==> src/rtl/sram_pkg.sv <==
// Shared constants and types for the SRAM port arbiter and its read-tag pipeline.
package sram_pkg;

    localparam int unsigned SRAM_ADDR_W          = 20;
    localparam int unsigned DEFAULT_READ_LATENCY = 2;

    localparam logic OWNER_CPU = 1'b0;
    localparam logic OWNER_IO  = 1'b1;

    typedef struct packed {
        logic valid;
        logic owner;
    } read_tag_t;

endpackage

==> src/rtl/sram_read_tag_pipe.sv <==
// Delay line of {valid, owner} tags so returning read data can be routed
// to the requester that issued the address DEPTH cycles earlier.
module sram_read_tag_pipe
    import sram_pkg::*;
#(
    parameter int unsigned DEPTH = DEFAULT_READ_LATENCY
) (
    input  logic clk,
    input  logic reset,
    input  logic in_valid,
    input  logic in_owner,
    output logic out_valid,
    output logic out_owner
);

    read_tag_t stage_q [DEPTH];

    always_ff @(posedge clk) begin
        if (reset) begin
            for (int i = 0; i < DEPTH; i++) begin
                stage_q[i] <= '0;
            end
        end else begin
            stage_q[0] <= '{valid: in_valid, owner: in_valid ? in_owner : OWNER_CPU};
            for (int i = 1; i < DEPTH; i++) begin
                stage_q[i] <= stage_q[i-1];
            end
        end
    end

    assign out_valid = stage_q[DEPTH-1].valid;
    assign out_owner = stage_q[DEPTH-1].owner;

endmodule

==> src/rtl/sram_arbiter.sv <==
// Shares one sramc port between the CPU memory stage and an I/O/loader port:
// fixed CPU priority with a starvation bound for I/O, and tagged read return.
module sram_arbiter
    import sram_pkg::*;
#(
    parameter int unsigned READ_LATENCY = DEFAULT_READ_LATENCY,
    parameter int unsigned STARVE_LIMIT = 4,
    parameter int unsigned ADDR_W       = SRAM_ADDR_W
) (
    input  logic              clk,
    input  logic              reset,

    input  logic              cpu_req,
    input  logic              cpu_we,
    input  logic [ADDR_W-1:0] cpu_addr,
    input  logic [31:0]       cpu_wdata,
    output logic              cpu_grant,
    output logic              cpu_rvalid,
    output logic [31:0]       cpu_rdata,

    input  logic              io_req,
    input  logic              io_we,
    input  logic [ADDR_W-1:0] io_addr,
    input  logic [31:0]       io_wdata,
    output logic              io_grant,
    output logic              io_rvalid,
    output logic [31:0]       io_rdata,

    output logic [ADDR_W-1:0] memory_address,
    output logic [31:0]       memory_write,
    output logic              memory_write_enable,
    input  logic [31:0]       memory_read
);

    localparam logic [3:0] STARVE_MAX = 4'(STARVE_LIMIT);

    logic [3:0] starve_q, starve_d;
    logic       cpu_win, io_win;
    logic       rd_accept, rd_owner;
    logic       tag_valid, tag_owner;

    always_comb begin
        cpu_win = 1'b0;
        io_win  = 1'b0;
        if (!reset) begin
            if (io_req && starve_q == STARVE_MAX) begin
                io_win = 1'b1;
            end else if (cpu_req) begin
                cpu_win = 1'b1;
            end else if (io_req) begin
                io_win = 1'b1;
            end
        end
    end

    assign cpu_grant = cpu_win;
    assign io_grant  = io_win;

    always_comb begin
        memory_address      = '0;
        memory_write        = '0;
        memory_write_enable = 1'b0;
        if (cpu_win) begin
            memory_address      = cpu_addr;
            memory_write        = cpu_wdata;
            memory_write_enable = cpu_we;
        end else if (io_win) begin
            memory_address      = io_addr;
            memory_write        = io_wdata;
            memory_write_enable = io_we;
        end
    end

    // Counts consecutive denied I/O cycles; any grant or dropped request clears it.
    always_comb begin
        starve_d = '0;
        if (io_req && !io_win) begin
            starve_d = (starve_q == STARVE_MAX) ? starve_q : starve_q + 4'd1;
        end
    end

    always_ff @(posedge clk) begin
        if (reset) begin
            starve_q <= '0;
        end else begin
            starve_q <= starve_d;
        end
    end

    assign rd_accept = (cpu_win && !cpu_we) || (io_win && !io_we);
    assign rd_owner  = io_win ? OWNER_IO : OWNER_CPU;

    sram_read_tag_pipe #(
        .DEPTH (READ_LATENCY)
    ) u_tag_pipe (
        .clk       (clk),
        .reset     (reset),
        .in_valid  (rd_accept),
        .in_owner  (rd_owner),
        .out_valid (tag_valid),
        .out_owner (tag_owner)
    );

    assign cpu_rvalid = !reset && tag_valid && (tag_owner == OWNER_CPU);
    assign io_rvalid  = !reset && tag_valid && (tag_owner == OWNER_IO);
    assign cpu_rdata  = cpu_rvalid ? memory_read : 32'd0;
    assign io_rdata   = io_rvalid ? memory_read : 32'd0;

endmodule

==> config.mk <==
export PLATFORM = sky130hd
export DESIGN_NAME = sram_arbiter
export DESIGN_NICKNAME = d
export VERILOG_FILES = /design/src/rtl/sram_pkg.sv /design/src/rtl/sram_read_tag_pipe.sv /design/src/rtl/sram_arbiter.sv
export SDC_FILE = /design/constraint.sdc
export NUM_CORES = 1
export LEC_CHECK = 0
export BUFFER_PORTS_ARGS = -buffer_cell sky130_fd_sc_hd__buf_2
export CAP_MARGIN = 0
export CORE_AREA = 2 2 101 103
export CTS_BUF_LIST = sky130_fd_sc_hd__clkbuf_2
export CTS_CLUSTER_DIAMETER = 150
export CTS_CLUSTER_SIZE = 30
export DETAILED_ROUTE_END_ITERATION = 16
export DIE_AREA = 0 0 103 105
export GPL_TIMING_DRIVEN = 0
export SYNTH_ARGS = -nofsm -noshare
export SYNTH_HDL_FRONTEND = slang
export SYNTH_HIERARCHICAL = 1
export SYNTH_SLANG_ARGS = --single-unit
==> constraint.sdc <==
create_clock -name clk -period 1.6 [get_ports clk]
set_input_delay 0.32 -clock clk [delete_from_list [all_inputs] [get_ports clk]]
set_output_delay 0.32 -clock clk [all_outputs]
set_load 0.02 [all_outputs]
==> summary.md, run 1 <==
| Metric | Value |
|---|---|
| Syn Inst Count | `around 170` |
| Flop-to-flop setup slack | `0.08 ns` |
| Drt wl/cell | `15.1 µm` |
| IO Port Bufs | `262` |
| Leakage | `2.44 nW` |
| Hold Slack | `0.329 ns` |
| DRT Pass-1 Iters | `3` |
| Skew-Pair Late Insertion Delay | `0.22 ns` |
| FF-to-FF End | `u_tag_pipe/stage_q[0][0]` |
| Cts bufs inserted | `3` |
| Cell mode on critical path | `buf_12` |
| Buf/Inv on CP | `4` |
| Routed Antenna Nets | `0` |
| Slowest cell delay on critical path | `0.33 ns` |
| Ys async rst share | `0%` |
| Worst endpoint required time | `1.28 ns` |
| CTS tree | `yes` |
| Pins Over Slew Limit | `0` |
| Count leader, synth | `and2_1` |
| CP endpoint kind | `output port` |
| Clock Skews | `0.00443 ns` |
| P&R area growth vs syn | `237%` |
| Antenna violations before repair | `0` |
| Critical path cell sequence | `inv_2 > ha_4 > nand3b_4 > o211a_4 > buf_12 > buf_12 > a22o_4 > buf_2` |
| Final Hold Fails | `0` |
| Cell variety after synth | `22` |
| Reg-to-reg startpoint | `starve_q[0]` |
| Power per cell area | `263 mW/mm²` |
| Syn Area/Cell | `slightly below 8 µm²` |
| Hold Path Origin | `reset` |
| Switching pwr | `0.447 mW` |
| Comb power frac | `73.5%` |
| Seq/Total Area, Yosys | `a little under an eighth` |
| Hold EP | `u_tag_pipe/stage_q[0][2]` |
| Yosys top cell by area | `a22o_1` |
| Largest net degree at the start of global routing | `12` |
| Die area | `0.0108 mm²` |
| Clock sinks | `8` |
| Max stage delay cell, worst path | `dfxtp_2` |
| GP Congestion | `0.722` |
| Multi-input gate area | `0.00164 mm²` |
| Cell Area, Synth | `0.00135 mm²` |
| Max Cap Viol | `0` |
| Initial core utilization | `14.0%` |
| Arr. time, crit path | `1.78 ns` |
| Syn nets | `between 300 and 400` |
| DIE HEIGHT | `105 µm` |
| Final core utilization | `a little under half` |
| Core area | `0.00964 mm²` |
| Status | `finished with violations` |
| Crit Path Max Fanout | `10` |
| RSZ-0062 raised after global routing | `true` |
| Ys Warns | `6` |
| DR vias | `around 2500` |
| Crit path time final | `2.10 ns` |
| Grt total ovfl | `0` |
| Part of the power in the clock network | `9.5%` |
| Maximum vdd drop | `150 µV` |
| Total track usage | `13.9%` |
| # setup viols final | `95` |
| Area contributors post-synth | `a22o_1, and2_1, dfxtp_1` |
| Setup CP Type | `reg2out` |
| Row count | `36` |
| Boundary pin count | `around 260` |
| Global-route wire length before repair | `12000 µm` |
| Die X | `103 µm` |
| Startpoint types | `register` |
| Worst R2R Path Depth | `7` |
| 1st-iter DRT viols | `48` |
| Hold Path Depth | `2` |
| Worst slew margin | `83.1%` |
| DRT Wirelength | `about 8900 µm` |
| Final #Nets | `~600` |
| Post-CTS Hold Fix Bufs | `0` |
| EDFF count, synth | `0` |
| Synth Flop Type | `dfxtp_1` |
| Vias per cell | `between 4 and 5` |
| Post-synth top cells | `and2_1, a22o_1, dfxtp_1` |
| Root Driver | `clkbuf_2` |
| Maximum clock path buffer count | `2` |
| Failing checks | `setup timing` |
| Flops & latches, synth | `8` |
| Reg power frac | `17.1%` |
| Pint | `0.748 mW` |
| Top-area cell type share of the netlist area | `roughly a third` |
| DP HPWL | `~6500 µm` |
| Clock transition at path regs | `0.07 ns` |
| Share of layout cells above drive strength 1 | `91.5%` |
| Worst slew pin tran | `0.253 ns` |
| Cell family with most CP delay | `buffers and inverters` |
| H-tree levels | `1` |
| Ant. Diodes | `0` |
| Hold Path Class | `in2reg` |
| Final worst setup slack | `-0.503 ns` |
| FF+latch area | `165 µm²` |
| Vias in the first global route | `2451` |
| Post-route DRC | `0` |
| Fillers | `roughly 900` |
| Period utilization | `131%` |
| Net Sw Frac | `37.4%` |
| Max Freq | `between 400 and 500 MHz` |
## area by class of cell
type	instances	area share [%]
Timing Repair Buffer	284	50.1
Multi-Input combinational cell	139	36.2
Buffer	16	5.49
Tap cell	133	3.67
Sequential cell	8	3.64
Inverter	7	0.579
Clock buffer	3	0.331
## per-layer routing
layer | global-route usage [%] | up-vias | wire [µm] | share of wire, %
met3 | 2.14 | 9 | 890 | 10
li1 | - | 1187 | - | -
met1 | 13.3 | 1158 | 2940 | 33
met5 | 0 | - | 0 | 0
met4 | 2.16 | 0 | 84 | 0.94
met2 | 29.6 | 161 | 5000 | 56
## flip-flops by register name, summed over array words and instances, names as in the netlist
name and count:
starve_q 4, u_tag_pipe/stage_q 4
## cell families after synthesis
group	count (synthesis)	synth area share [%]
multiplexers	1	0.744
XOR/XNOR	1	0.651
adder cells (fa/ha/maj)	2	1.86
AO/OA/AOI/OAI	56	37.1
buffers and inverters	24	10.5
flip-flops	8	11.9
AND/OR/NAND/NOR	79	37.2
## worst max-delay path by stage
stage,start,to,slack [ns],depth (start not counted)
after floorplan,starve_q[1],memory_address[10],-0.1,7
after global placement,reset,cpu_rdata[3],-0.54,5
after detailed placement,reset,cpu_rdata[30],-0.60,5
after CTS,starve_q[0],memory_write[7],-0.53,8
after global routing,starve_q[0],memory_address[1],-0.55,8
final,starve_q[0],memory_write[20],-0.50,8
## through the flow
stage	setup TNS [ns]	instance area, µm²	setup slack [ns]	cells	power, mW
2_1_floorplan	-4.79	1800	-0.0992	171	0.576
3_3_place_gp	-46.07	3280	-0.538	566	0.886
3_5_place_dp	-48.89	3280	-0.599	566	0.898
4_1_cts	-29.30	4040	-0.534	583	1.16
5_1_grt	-34.97	4540	-0.549	590	1.26
6_report	-28.63	4540	-0.503	590	1.20
## power by group through the flow
stage | logic (mW) | registers (mW) | clock network [mW]
CTS | 0.836 | 0.204 | 0.120
floorplan | 0.367 | 0.209 | 0
detailed placement | 0.689 | 0.209 | 0
global placement | 0.677 | 0.209 | 0
global route | 0.925 | 0.205 | 0.126
finish | 0.878 | 0.204 | 0.113
## layout by cell type, fill, tap and decap left out, types with 3 or more instances in the layout
master / Yosys / routed
and2_4: 0 / 53
nor3_1: 4 / 4
buf_6: 6 / 116
and2_1: 64 / 11
clkbuf_2: 0 / 3
buf_12: 0 / 9
inv_2: 0 / 3
a22o_1: 54 / 5
buf_4: 0 / 15
nor2b_1: 3 / 3
dfxtp_2: 0 / 4
inv_1: 7 / 4
buf_2: 5 / 150
a22o_4: 0 / 49
buf_8: 0 / 8
dfxtp_1: 8 / 4
## repair_timing
item / in CTS / in global routing
pin swaps: 10 / 37
buffers inserted: 12 / 4
setup endpoints to repair: 118 / 117
resized for setup: 188 / 148
gates cloned: 3 / 3
(Power assumes the default switching activity.)
==> run 2, diff against run 1 <==
--- a/config.mk
+++ b/config.mk
@@ -5,7 +5,7 @@
 export SDC_FILE = /design/constraint.sdc
 export NUM_CORES = 1
 export LEC_CHECK = 0
-export BUFFER_PORTS_ARGS = -buffer_cell sky130_fd_sc_hd__buf_2
+export BUFFER_PORTS_ARGS = -buffer_cell sky130_fd_sc_hd__buf_4
 export CAP_MARGIN = 0
 export CORE_AREA = 2 2 101 103
 export CTS_BUF_LIST = sky130_fd_sc_hd__clkbuf_2
@@ -14,6 +14,7 @@
 export DETAILED_ROUTE_END_ITERATION = 16
 export DIE_AREA = 0 0 103 105
 export GPL_TIMING_DRIVEN = 0
+export RECOVER_POWER = 100
 export SYNTH_ARGS = -nofsm -noshare
 export SYNTH_HDL_FRONTEND = slang
 export SYNTH_HIERARCHICAL = 1
==> summary.md, run 2 (same netlist as run 1, synthesis figures left out) <==
| Metric | Value |
|---|---|
| Status | `finished with violations` |
| Failing checks | `setup timing` |
| Antenna violations before repair | `0` |
| Total design power | `1.23 mW` |
| Final worst setup slack | `-0.513 ns` |
| GRT met1 Usage | `13.7%` |
| DR vias | `2471` |
| H-tree levels | `1` |
| Placed inst area | `0.00394 mm²` |
| Worst endpoint required time | `1.28 ns` |
| Met3 usage | `under 10%` |
| DP Worst Slack | `-0.471 ns` |
| Final core utilization | `~49%` |
| Vias per cell | `4.22` |
| DRT Wirelength | `8830 µm` |
| Clock Skews | `between 0.004 and 0.005 ns` |
| Final #Nets | `599` |
| Largest net degree at the start of global routing | `11` |
| Grt total ovfl | `0` |
| Max Cap Viol | `0` |
| Clock transition at path regs | `0.07 ns` |
| Max Freq | `473 MHz` |
| Vias in the first global route | `2537` |
| Core area | `0.00964 mm²` |
| DP HPWL | `6830 µm` |
| Drt wl/cell | `approximately 15 µm` |
| Total negative setup slack | `-27.68 ns` |
| Hold Path Class | `in2reg` |
| Period utilization | `132%` |
| Global-route wire length before repair | `between 10000 and 15000 µm` |
| 1st-iter DRT viols | `25` |
| Boundary pin count | `roughly 260` |
| DIE HEIGHT | `105 µm` |
| Maximum vdd drop | `175 µV` |
| Row count | `36` |
| IO Port Bufs | `262` |
| Non-filler cells in the finished layout | `586` |
| Die X | `103 µm` |
| Initial core utilization | `approximately 14%` |
| Power per cell area | `262 mW/mm²` |
| Pins Over Slew Limit | `0` |
| Setup CP Type | `reg2out` |
| Worst slew pin tran | `0.261 ns` |
| Leakage | `2.51 nW` |
| Routed Antenna Nets | `0` |
| Root Driver | `clkbuf_2` |
| Cts bufs inserted | `3` |
| Hold Path Depth | `2` |
| Ant. Diodes | `0` |
| Final Hold Fails | `0` |
| CP endpoint kind | `output port` |
| Worst slew margin | `82.6%` |
| Fillers | `~900` |
| Placed cells | `roughly 570` |
| GP Congestion | `0.749` |
| RSZ-0062 raised after global routing | `true` |
| Share of layout cells above drive strength 1 | `90.7%` |
| Worst R2R Path Depth | `7` |
| P&R area growth vs syn | `249%` |
| Grt peak-use layer | `met2` |
| Commonest non-fill, non-tap cell in the layout | `buf_4` |
| DRT Pass-1 Iters | `4` |
| # setup viols final | `95` |
| Maximum clock path buffer count | `2` |
| Commonest cells after routing, fill and taps aside | `buf_4, buf_6, and2_4, a22o_4, and2_1` |
| Post-route DRC | `0` |
| Arr. time, crit path | `1.79 ns` |
| Total track usage | `14.0%` |
| Crit Path Max Fanout | `10` |
| Final Cell Area | `roughly 0.0047 mm²` |
| Post-CTS Hold Fix Bufs | `0` |
| Top flop regs | `starve_q: 4 flops, u_tag_pipe/stage_q: 4 flops` |
| Crit path time final | `around 2.1 ns` |
| CTS tree | `yes` |
| Startpoint types | `register` |
| Die area | `0.0108 mm²` |
| Hold Slack | `0.322 ns` |
| Clock sinks | `8` |
| Skew-Pair Late Insertion Delay | `~0.23 ns` |
| Met2 usage | `28.8%` |
==> run 2: cell types whose count changed in the layout (fill, tap and decap cells not counted), moves of 6 or more <==
cell / previous run / this run
buf_2: 150 / 0
buf_6: 116 / 81
buf_12: 9 / 3
buf_4: 15 / 200
==> run 2: final timing paths <==
kind	start	to	slack, ns
max reg2reg	starve_q[1]	u_tag_pipe/stage_q[0][0]	0.08
min	reset	u_tag_pipe/stage_q[0][3]	0.32
min reg2reg	u_tag_pipe/stage_q[0][1]	u_tag_pipe/stage_q[0][3]	0.44
max	starve_q[1]	memory_write[1]	-0.51
==> run 2: repair_timing <==
action                                  CTS  global route
buffers inserted                         10             1
resized for setup                       133            44
pin swaps                                19            38
endpoints found under the setup margin  118           118
gates cloned                              5             2
==> run 2: area by class of cell <==
cell class	instances	area [µm²]	area share, %
plain buffers	16	215	4.59
clock buffers	3	15.0	0.320
inverters	7	26.3	0.560
multi-input cells	139	1630	34.8
flip-flops and latches	8	164	3.49
well taps	133	166	3.55
repair buffers	280	2470	52.7
==> run 2: where the power goes <==
group | switching, mW | total (mW) | internal [mW]
Combinational | 0.366 | 0.911 | 0.545
Clock | 0.0613 | 0.112 | 0.0510
Sequential | 0.00135 | 0.204 | 0.202
==> run 2: worst max-delay path, cell delays in order, from the launching register on <==
cell and delay [ns]:
dfxtp_2 0.32, inv_2 0.06, ha_4 0.14, nand3b_4 0.09, o211a_1 0.24, buf_8 0.15
buf_6 0.15, a22o_4 0.24, buf_4 0.15
==> run 2: metal layers <==
metal,vias up,routed length [µm]
met1,1119,2840
met4,0,89
met2,161,4960
met3,8,937
li1,1183,-
met5,-,0
==> run 3, diff against run 2 <==
==> constraint.sdc (replaced) <==
create_clock -name clk -period 1.6 [get_ports clk]
set_input_delay 0.08 -clock clk [delete_from_list [all_inputs] [get_ports clk]]
set_output_delay 0.08 -clock clk [all_outputs]
set_load 0.02 [all_outputs]
==> summary.md, run 3 (same netlist as run 1, synthesis figures left out) <==
| Metric | Value |
|---|---|
| Maximum clock path buffer count | `2` |
| Share of layout cells above drive strength 1 | `67.0%` |
| Final #Nets | `588` |
| Worst slew pin tran | `0.360 ns` |
| Maximum vdd drop | `between 100 and 150 µV` |
| Setup CP Type | `reg2out` |
| Arr. time, crit path | `1.79 ns` |
| P&R area growth vs syn | `180%` |
| Clock transition at path regs | `0.08 ns` |
| Post-route DRC | `0` |
| DIE HEIGHT | `105 µm` |
| Pins Over Slew Limit | `0` |
| Period utilization | `117%` |
| Power per cell area | `297 mW/mm²` |
| FF-to-FF End | `u_tag_pipe/stage_q[0][0]` |
| Root Driver | `clkbuf_2` |
| Initial core utilization | `14.0%` |
| Status | `finished with violations` |
| Final worst setup slack | `-0.271 ns` |
| Grt total ovfl | `0` |
| 1st-iter DRT viols | `31` |
| IO Port Bufs | `262` |
| Die area | `0.0108 mm²` |
| Skew-Pair Late Insertion Delay | `approximately 0.23 ns` |
| Max Freq | `535 MHz` |
| Antenna violations before repair | `0` |
| DR vias | `2363` |
| CTS tree | `yes` |
| DRT Wirelength | `slightly above 8000 µm` |
| DP HPWL | `7370 µm` |
| Ant. Diodes | `0` |
| Worst endpoint required time | `1.52 ns` |
| H-tree levels | `1` |
| CP endpoint kind | `output port` |
| Crit path to | `memory_address[13]` |
| Crit Path Max Fanout | `10` |
| Clock Skews | `0.0114 ns` |
| GP Congestion | `between 0.8 and 0.9` |
| Leakage | `2.05 nW` |
| Vias per cell | `4.11` |
| Commonest non-fill, non-tap cell in the layout | `buf_4` |
| Flop-to-flop setup slack | `0.07 ns` |
| DP Worst Slack | `-0.107 ns` |
| Vias in the first global route | `2375` |
| Die X | `103 µm` |
| Clock sinks | `8` |
| DRT Pass-1 Iters | `4` |
| Post-CTS Hold Fix Bufs | `0` |
| Startpoint types | `register` |
| Crit path time final | `1.87 ns` |
| Total track usage | `between 10% and 20%` |
| Top flop regs | `starve_q: 4 flops, u_tag_pipe/stage_q: 4 flops` |
| RSZ-0062 raised after global routing | `true` |
| Global-route wire length before repair | `11900 µm` |
| Final Hold Fails | `0` |
| Core area | `0.00964 mm²` |
| Hold Path Class | `in2reg` |
| Worst R2R Path Depth | `7` |
| Worst slew margin | `between 70% and 80%` |
| Drt wl/cell | `~14 µm` |
| # setup viols final | `54` |
| Failing checks | `setup timing` |
| Total design power | `1.12 mW` |
| Worst Setup SP | `starve_q[1]` |
| Row count | `36` |
| Routed Antenna Nets | `0` |
| Reg-to-reg startpoint | `starve_q[1]` |
| Max Cap Viol | `0` |
| Largest net degree at the start of global routing | `12` |
| Cts bufs inserted | `3` |
| Commonest cells after routing, fill and taps aside | `buf_4, buf_6, a22o_1, and2_1, clkbuf_2` |
| Boundary pin count | `263` |
## run 3: changes by cell type in the layout (fill, tap and decap cells not counted), sizes merged
cell,previous run,this run
clkbuf,4,19
buf,295,269
## run 3: through the flow
stage / hold slack [ns] / utilization, % / setup TNS (ns) / instance area [µm²] / std cells
after global placement: 0.304 / 36.1 / -3.45 / 3480 / 566
after CTS: 0.0566 / 38.9 / -14.15 / 3750 / 574
after global routing: 0.0532 / 39.1 / -19.37 / 3760 / 575
final: 0.0643 / 39.1 / -12.78 / 3760 / 575
after floorplan: 0.152 / - / 0 / 1350 / 171
after detailed placement: 0.302 / 36.1 / -4.49 / 3480 / 566
## run 3: worst min-delay path by stage
stage,start,end,slack [ns],cells past startpoint
after floorplan,reset,u_tag_pipe/stage_q[0][1],0.15,1
after CTS,reset,u_tag_pipe/stage_q[0][3],0.06,2
after detailed placement,reset,u_tag_pipe/stage_q[0][3],0.30,2
after global routing,reset,u_tag_pipe/stage_q[0][3],0.05,2
final,reset,u_tag_pipe/stage_q[0][3],0.06,2
after global placement,reset,u_tag_pipe/stage_q[0][3],0.30,2
## run 3: repair_timing
| item | CTS | global route |
|---|---|---|
| resized for setup | 63 | 26 |
| gates cloned | 1 | 0 |
| pin swaps | 30 | 16 |
| setup buffers | 4 | 2 |
| setup endpoints to repair | 95 | 105 |
| endpoints found under the hold margin | 0 | 0 |
## run 3: metal layers
| layer | track usage (%) | part of all wire [%] | routed length (µm) |
|---|---|---|---|
| met1 | 14.4 | 35 | 2940 |
| met2 | 26.3 | 52 | 4290 |
| met3 | 3.21 | 11 | 924 |
| met4 | 4.42 | 2.0 | 163 |
| met5 | 0 | 0 | 0 |
## run 3: worst max-delay path: stages, from the launching register on
cell and delay (ns):
dfxtp_2 0.34, inv_2 0.07, ha_4 0.14, nand3b_4 0.09, o211a_1 0.25, buf_6 0.15, buf_8 0.13, a22o_1 0.25
buf_6 0.14
## run 3: area by class of cell
class,instances,area (µm²)
Inverter,7,26.3
Fill cell,1043,5870
Tap cell,133,166
Multi-Input combinational cell,139,1070
Timing Repair Buffer,269,2190
Buffer,16,135
Clock buffer,3,15.0
Sequential cell,8,163
## run 3: where the power goes
part           internal [mW]  switching, mW
clock network         0.0510         0.0651
registers              0.203        0.00161
logic                  0.476          0.322
